==> config.mk <==
export PLATFORM = sky130hd
export DESIGN_NAME = score_display_mux
export DESIGN_NICKNAME = d
export VERILOG_FILES = /design/src/rtl/score_display_mux.sv
export SDC_FILE = /design/constraint.sdc
export NUM_CORES = 1
export LEC_CHECK = 0
export CAP_MARGIN = 40
export CORE_AREA = 2 2 75 77
export CTS_CLUSTER_SIZE = 25
export DETAILED_ROUTE_END_ITERATION = 10
export DIE_AREA = 0 0 77 79
export DONT_BUFFER_PORTS = 1
export SLEW_MARGIN = 25
export SYNTH_ARGS = -nofsm -noshare
export SYNTH_HDL_FRONTEND = slang
export SYNTH_SLANG_ARGS = --single-unit
==> constraint.sdc <==
create_clock -name clk -period 4.3 [get_ports clk]
set_input_delay 0.86 -clock clk [delete_from_list [all_inputs] [get_ports clk]]
set_output_delay 0.86 -clock clk [all_outputs]
set_load 0.1 [all_outputs]
==> src/rtl/score_display_mux.sv <==
// Scans a 4-digit BCD score onto a common-anode seven-segment display.
// Score is snapshotted once per frame, leading zeros can be blanked, and the display can blink.
module score_display_mux #(
  parameter int REFRESH_DIV   = 100000,
  parameter int BLANK_LEADING = 1,
  parameter int BLINK_FRAMES  = 128
) (
  input  logic       clk,
  input  logic       rst,
  input  logic [3:0] points_3,
  input  logic [3:0] points_2,
  input  logic [3:0] points_1,
  input  logic [3:0] points_0,
  input  logic       blink_en,
  output logic [3:0] an,
  output logic [6:0] seg,
  output logic       dp,
  output logic       frame_start
);

  localparam int DW = $clog2(REFRESH_DIV);
  localparam int FW = $clog2(BLINK_FRAMES) + 1;

  logic [DW-1:0] div_cnt;
  logic [1:0]    sel;
  logic [3:0]    shadow [4];
  logic [FW-1:0] frame_cnt;
  logic          blink_phase;

  logic          tick;
  logic          snap;
  logic          lead_zero;
  logic          blanked;
  logic [3:0]    an_next;
  logic [6:0]    seg_next;

  function automatic logic [6:0] decode(input logic [3:0] d);
    case (d)
      4'd0:    decode = 7'h40;
      4'd1:    decode = 7'h79;
      4'd2:    decode = 7'h24;
      4'd3:    decode = 7'h30;
      4'd4:    decode = 7'h19;
      4'd5:    decode = 7'h12;
      4'd6:    decode = 7'h02;
      4'd7:    decode = 7'h78;
      4'd8:    decode = 7'h00;
      4'd9:    decode = 7'h10;
      default: decode = 7'b0111111;
    endcase
  endfunction

  assign tick = (div_cnt == DW'(REFRESH_DIV - 1));
  assign snap = tick && (sel == 2'd3);
  assign dp   = 1'b1;

  // A digit is a leading zero when it and every more-significant digit are zero.
  always_comb begin
    lead_zero = 1'b1;
    for (int k = 0; k < 4; k++) begin
      if (k >= int'(sel) && shadow[k] != 4'd0) lead_zero = 1'b0;
    end
    blanked = (BLANK_LEADING != 0) && (sel != 2'd0) && lead_zero;
  end

  // The tick cycle loads an all-off pattern so each slot begins with a dead cycle.
  always_comb begin
    an_next  = 4'b1111;
    seg_next = 7'b1111111;
    if (!(tick || (blink_en && blink_phase) || blanked)) begin
      an_next  = ~(4'b0001 << sel);
      seg_next = decode(shadow[sel]);
    end
  end

  always_ff @(posedge clk) begin
    if (rst) begin
      div_cnt     <= '0;
      sel         <= 2'd0;
      for (int k = 0; k < 4; k++) shadow[k] <= 4'd0;
      frame_cnt   <= '0;
      blink_phase <= 1'b0;
      an          <= 4'b1111;
      seg         <= 7'b1111111;
      frame_start <= 1'b0;
    end else begin
      div_cnt     <= tick ? '0 : div_cnt + DW'(1);
      if (tick) sel <= sel + 2'd1;
      frame_start <= snap;
      if (snap) begin
        shadow[3] <= points_3;
        shadow[2] <= points_2;
        shadow[1] <= points_1;
        shadow[0] <= points_0;
        if (frame_cnt == FW'(BLINK_FRAMES - 1)) begin
          frame_cnt   <= '0;
          blink_phase <= ~blink_phase;
        end else begin
          frame_cnt <= frame_cnt + FW'(1);
        end
      end
      an  <= an_next;
      seg <= seg_next;
    end
  end

endmodule

# Yosys cells after proc, flatten, opt, wreduce, memory -nomap -nowiden
# Memories as Yosys holds them, arrays and structs flattened. A register that Yosys moved wholly into a read port is not among the register bits.
# Cells that the tools add are included.
# W data, S select, Z words.
# op_classes
addsub,3
order_cmp,3
eq_ne,3
n_shift,1
muxes,16
bitwise_logic,6
n_reduce_logical,16
# op_table
cell,count
$add A17 B1 Y17 const B,1
$eq A17 B17 Y1 const B,1
$mux W4,4
$reduce_bool A4 Y1,4
$mux W1,9
$add A8 B1 Y8 const B,1
$eq A8 B7 Y1 const B,1
$mux W8,1
$logic_and A1 B1 Y1,6
$ge A1 B2 Y1 const A,2
$mux W2,2
$not A4 Y4,1
$or A1 B1 Y1,4
$reduce_or A2 Y1,2
$shl A1 B2 Y4 const A,1
$add A2 B1 Y2 const B,1
$eq A2 B2 Y1 const B,1
$ge A2 B2 Y1 const A,1
$logic_or A1 B1 Y1,2
$reduce_and A2 Y1,1
$reduce_bool A2 Y1,1
$not A1 Y1,1
# word_totals
regBits,33
ramBits,16
romBits,112
out_inout_bits,13
mem_count,2
# mem_list
memory,depth,word_bits,rd,rd_ports_with_merged_regs,wr,line_no,text
(name not given),16,7,1,1,0,38,case (d)
shadow,4,4,5,1,4,26,logic [3:0] shadow [4];

# Longest topological paths before layout
# An unclocked memory read counts as a cell.
# logic_depth
depth_word,10
depth_mapped,7
ltp_nobuf,7

# Least setup slack after synthesis
# OpenSTA, ideal clock, no wires.
# synth_timing
kind,register to register
from,register div_cnt[14]
to,"memory shadow[0][0], enable pin"
setup_time_ns,0.411
arrival_time_ns,2.764
t_required_ns,3.889
slack_ns,1.124
stages_incl_launch_ff,5
n_path_buf,1
cell_sequence,dfxtp_1 or4b_4 or4_4 buf_6 o21ai_0
# synth_lines
item,line_no,text
from (decl),24,logic [DW-1:0] div_cnt;
from (signal assigned),87,div_cnt <= tick ? '0 : div_cnt + DW'(1);
to (decl),26,

==> results.ini <==
[final_layout]
fin_nets = 297
utilization_pct = 58.6
multi_input_area_um2 = 1210
syn_to_final_growth_pct = 19.1
final_layout_size_suffix_gt1_share_pct = 16.2
fillerInstances = 485
register_area_um2 = 1320
diodes = 0

[worst_setup_path]
cp_max_fo = 17
cp.arrival_ns = 2.70
required_ns = 4.49
setup.worst_path.start_class = flip-flop
crit_type = flip-flop to flip-flop
ff2ff_path_depth = 4
endpoint_kind = flip-flop

[clock_network]
cts.htree.levels = 3
cts_setup_buffers = 0
cts.clk_slew.worst_paths_ns = 0.07
cts_hold_buf = 0
cts.sinks = 58
cts_max_path_buffers = 2
cts_tree = done
numCtsBuffers = 9
root_buffer = clkbuf_8
ctsResizeCount = 0
insertion_delay_ns = 0.33

[synth]
syn_nets = 281
yosysTopAreaCell = dfxtp_1
synthFlopType = dfxtp_1
yosysWarnings = 0
synth_cells = 251
synthTopCellsByCount = 42 x dfxtp_1, 22 x nor2_1, 18 x and2_1
synth_edf_count = 16
synth_seq_cells = 58
syn-cell-area_um2 = 2630
async_flop_share_pct = 0
netlist.area_leader.share_pct = 32.0
yosysMostFrequentCell = dfxtp_1
yosysSeqAreaShare_pct = 50.3
ys_top_cells_by_area = dfxtp_1 32%, edfxtp_1 18%, ha_1 5.2%
syn_area_per_cell_um2 = 10.5
yosysUniqueCellTypes = 44

[global_route]
grt_overflow_total = 0
antenna_found_initial = 0
grt_pass1_wl_mm = 7.86
grt_pass1_vias = 1692
grt_util_all_layers_pct = 16.7
grt_max_degree = 20

[timing]
rsz0062_at_grt = no
period_needed_ns = 2.50
maxSlewHeadroom_pct = 50.1
whs_ns = 0.463
skew_ns = 0.00521
fin_crit_sh_pct = 58.2
worstMarginPinSlew_ns = 0.741
hold_viol_final = 0
drv_slew = 0
fmax_ghz = 0.399
final.setup.tns_ns = 0
setup_viol = 0

[min_path]
worstHoldPathType = flip-flop to flip-flop
hold-path-cell-count = 1

[die]
start_util_pct = 49.2
io_pins = 32
dieWidth_um = 77
fp.dieH_um = 79
num_rows = 27
die-area_um2 = 6080
core_um2 = 5340

[placement]
place.gp.congestion = 0.783
dpl.hpwl_mm = 3.28
io_buffers = 0

[drt]
wirelength_mm = 4.74
first_iter_violations = 100
vias_per_cell = 5.40
wire_per_inst_um = 13.8
vias = 1856
drc_errors = 0
ant_nets = 0
first_pass_iters = 4

[status]
status = completed

[run]
max_cap_violations = 0

[pwr]
p_total_mw = 1.29
leakage_nw = 1.16
p_per_area_nw_per_um2 = 411
peakVddDrop_uv = 242

[layout make-up]
class | count | area share (%)
Clock buffer | 10 | 4.40
Clock inverter | 6 | 3.64
Inverter | 12 | 1.44
Multi-Input combinational cell | 170 | 38.6
Sequential cell | 58 | 42.2
Tap cell | 72 | 2.88
Timing Repair Buffer | 16 | 6.80
[worst max-delay path, stage by stage, from the launching register on]
cell,delay [ns]
dfxtp_1,0.35
or4b_4,0.58
or4_4,0.63
nor3_2,0.57
and2_1,0.24
[through the flow]
step / cells / worst slack (ns) / cell area, um2
finish: 344 / 1.80 / 3130
global route: 344 / 1.63 / 3130
CTS: 342 / 1.73 / 3110
detailed placement: 326 / 1.76 / 2860
global placement: 314 / 1.62 / 2680
floorplan: 251 / 1.12 / 2630
[final timing paths]
kind,start,end,slack [ns]
min,div_cnt[0]$_SDFF_PP0_,div_cnt[0]$_SDFF_PP0_,0.46
min reg2reg,div_cnt[0]$_SDFF_PP0_,div_cnt[0]$_SDFF_PP0_,0.46
max reg2reg,div_cnt[14]$_SDFF_PP0_,shadow[2][0]$_SDFFCE_PN0P_,1.80
max,div_cnt[14]$_SDFF_PP0_,shadow[2][0]$_SDFFCE_PN0P_,1.80
[flip-flops by register name, summed over array words and instances (netlist names), named ones only]
register     cells
seg              7
frame_cnt        8
frame_start      1
an               4
div_cnt         17
blink_phase      1
sel              2
shadow          16
[cell usage in the layout (no fill, tap or decap), types with 5 or more instances in the layout]
master	n
xor2_1	12
ha_1	11
and2_1	18
a21oi_1	8
dfxtp_1	42
nand3_1	9
nand4_1	9
nor2_1	22
inv_1	12
nand2_1	15
buf_8	12
or4_1	5
clkbuf_8	10
edfxtp_1	16
o21ai_0	12
[metal layers]
| layer | global-route usage, % | vias to the layer above | wire length [um] |
|---|---|---|---|
| li1 | - | 938 | - |
| met1 | 21.3 | 880 | 2380 |
| met2 | 25.6 | 32 | 2150 |
| met3 | 5.23 | 6 | 156 |
| met4 | 8.93 | 0 | 56 |
| met5 | 0 | - | 0 |
[where the power goes]
| group | switching (mW) | total, mW | internal (mW) |
|---|---|---|---|
| combinational | 0.0592 | 0.0845 | 0.0253 |
| clock | 0.217 | 0.619 | 0.401 |
| sequential | 0.00840 | 0.582 | 0.573 |
[cell families after synthesis]
family	after synthesis	share of synthesized area [%]
and+or+nand+nor	99	21.5
DFF	58	50.3
AOI/OAI and AO/OA	39	10.1
buffers and inverters	23	3.76
xor gates and xnor gates	14	4.67
adders and majority gates	11	5.24
muxes	6	4.24
other	1	0.143
No activity file was read; power rests on OpenSTA's default activity.
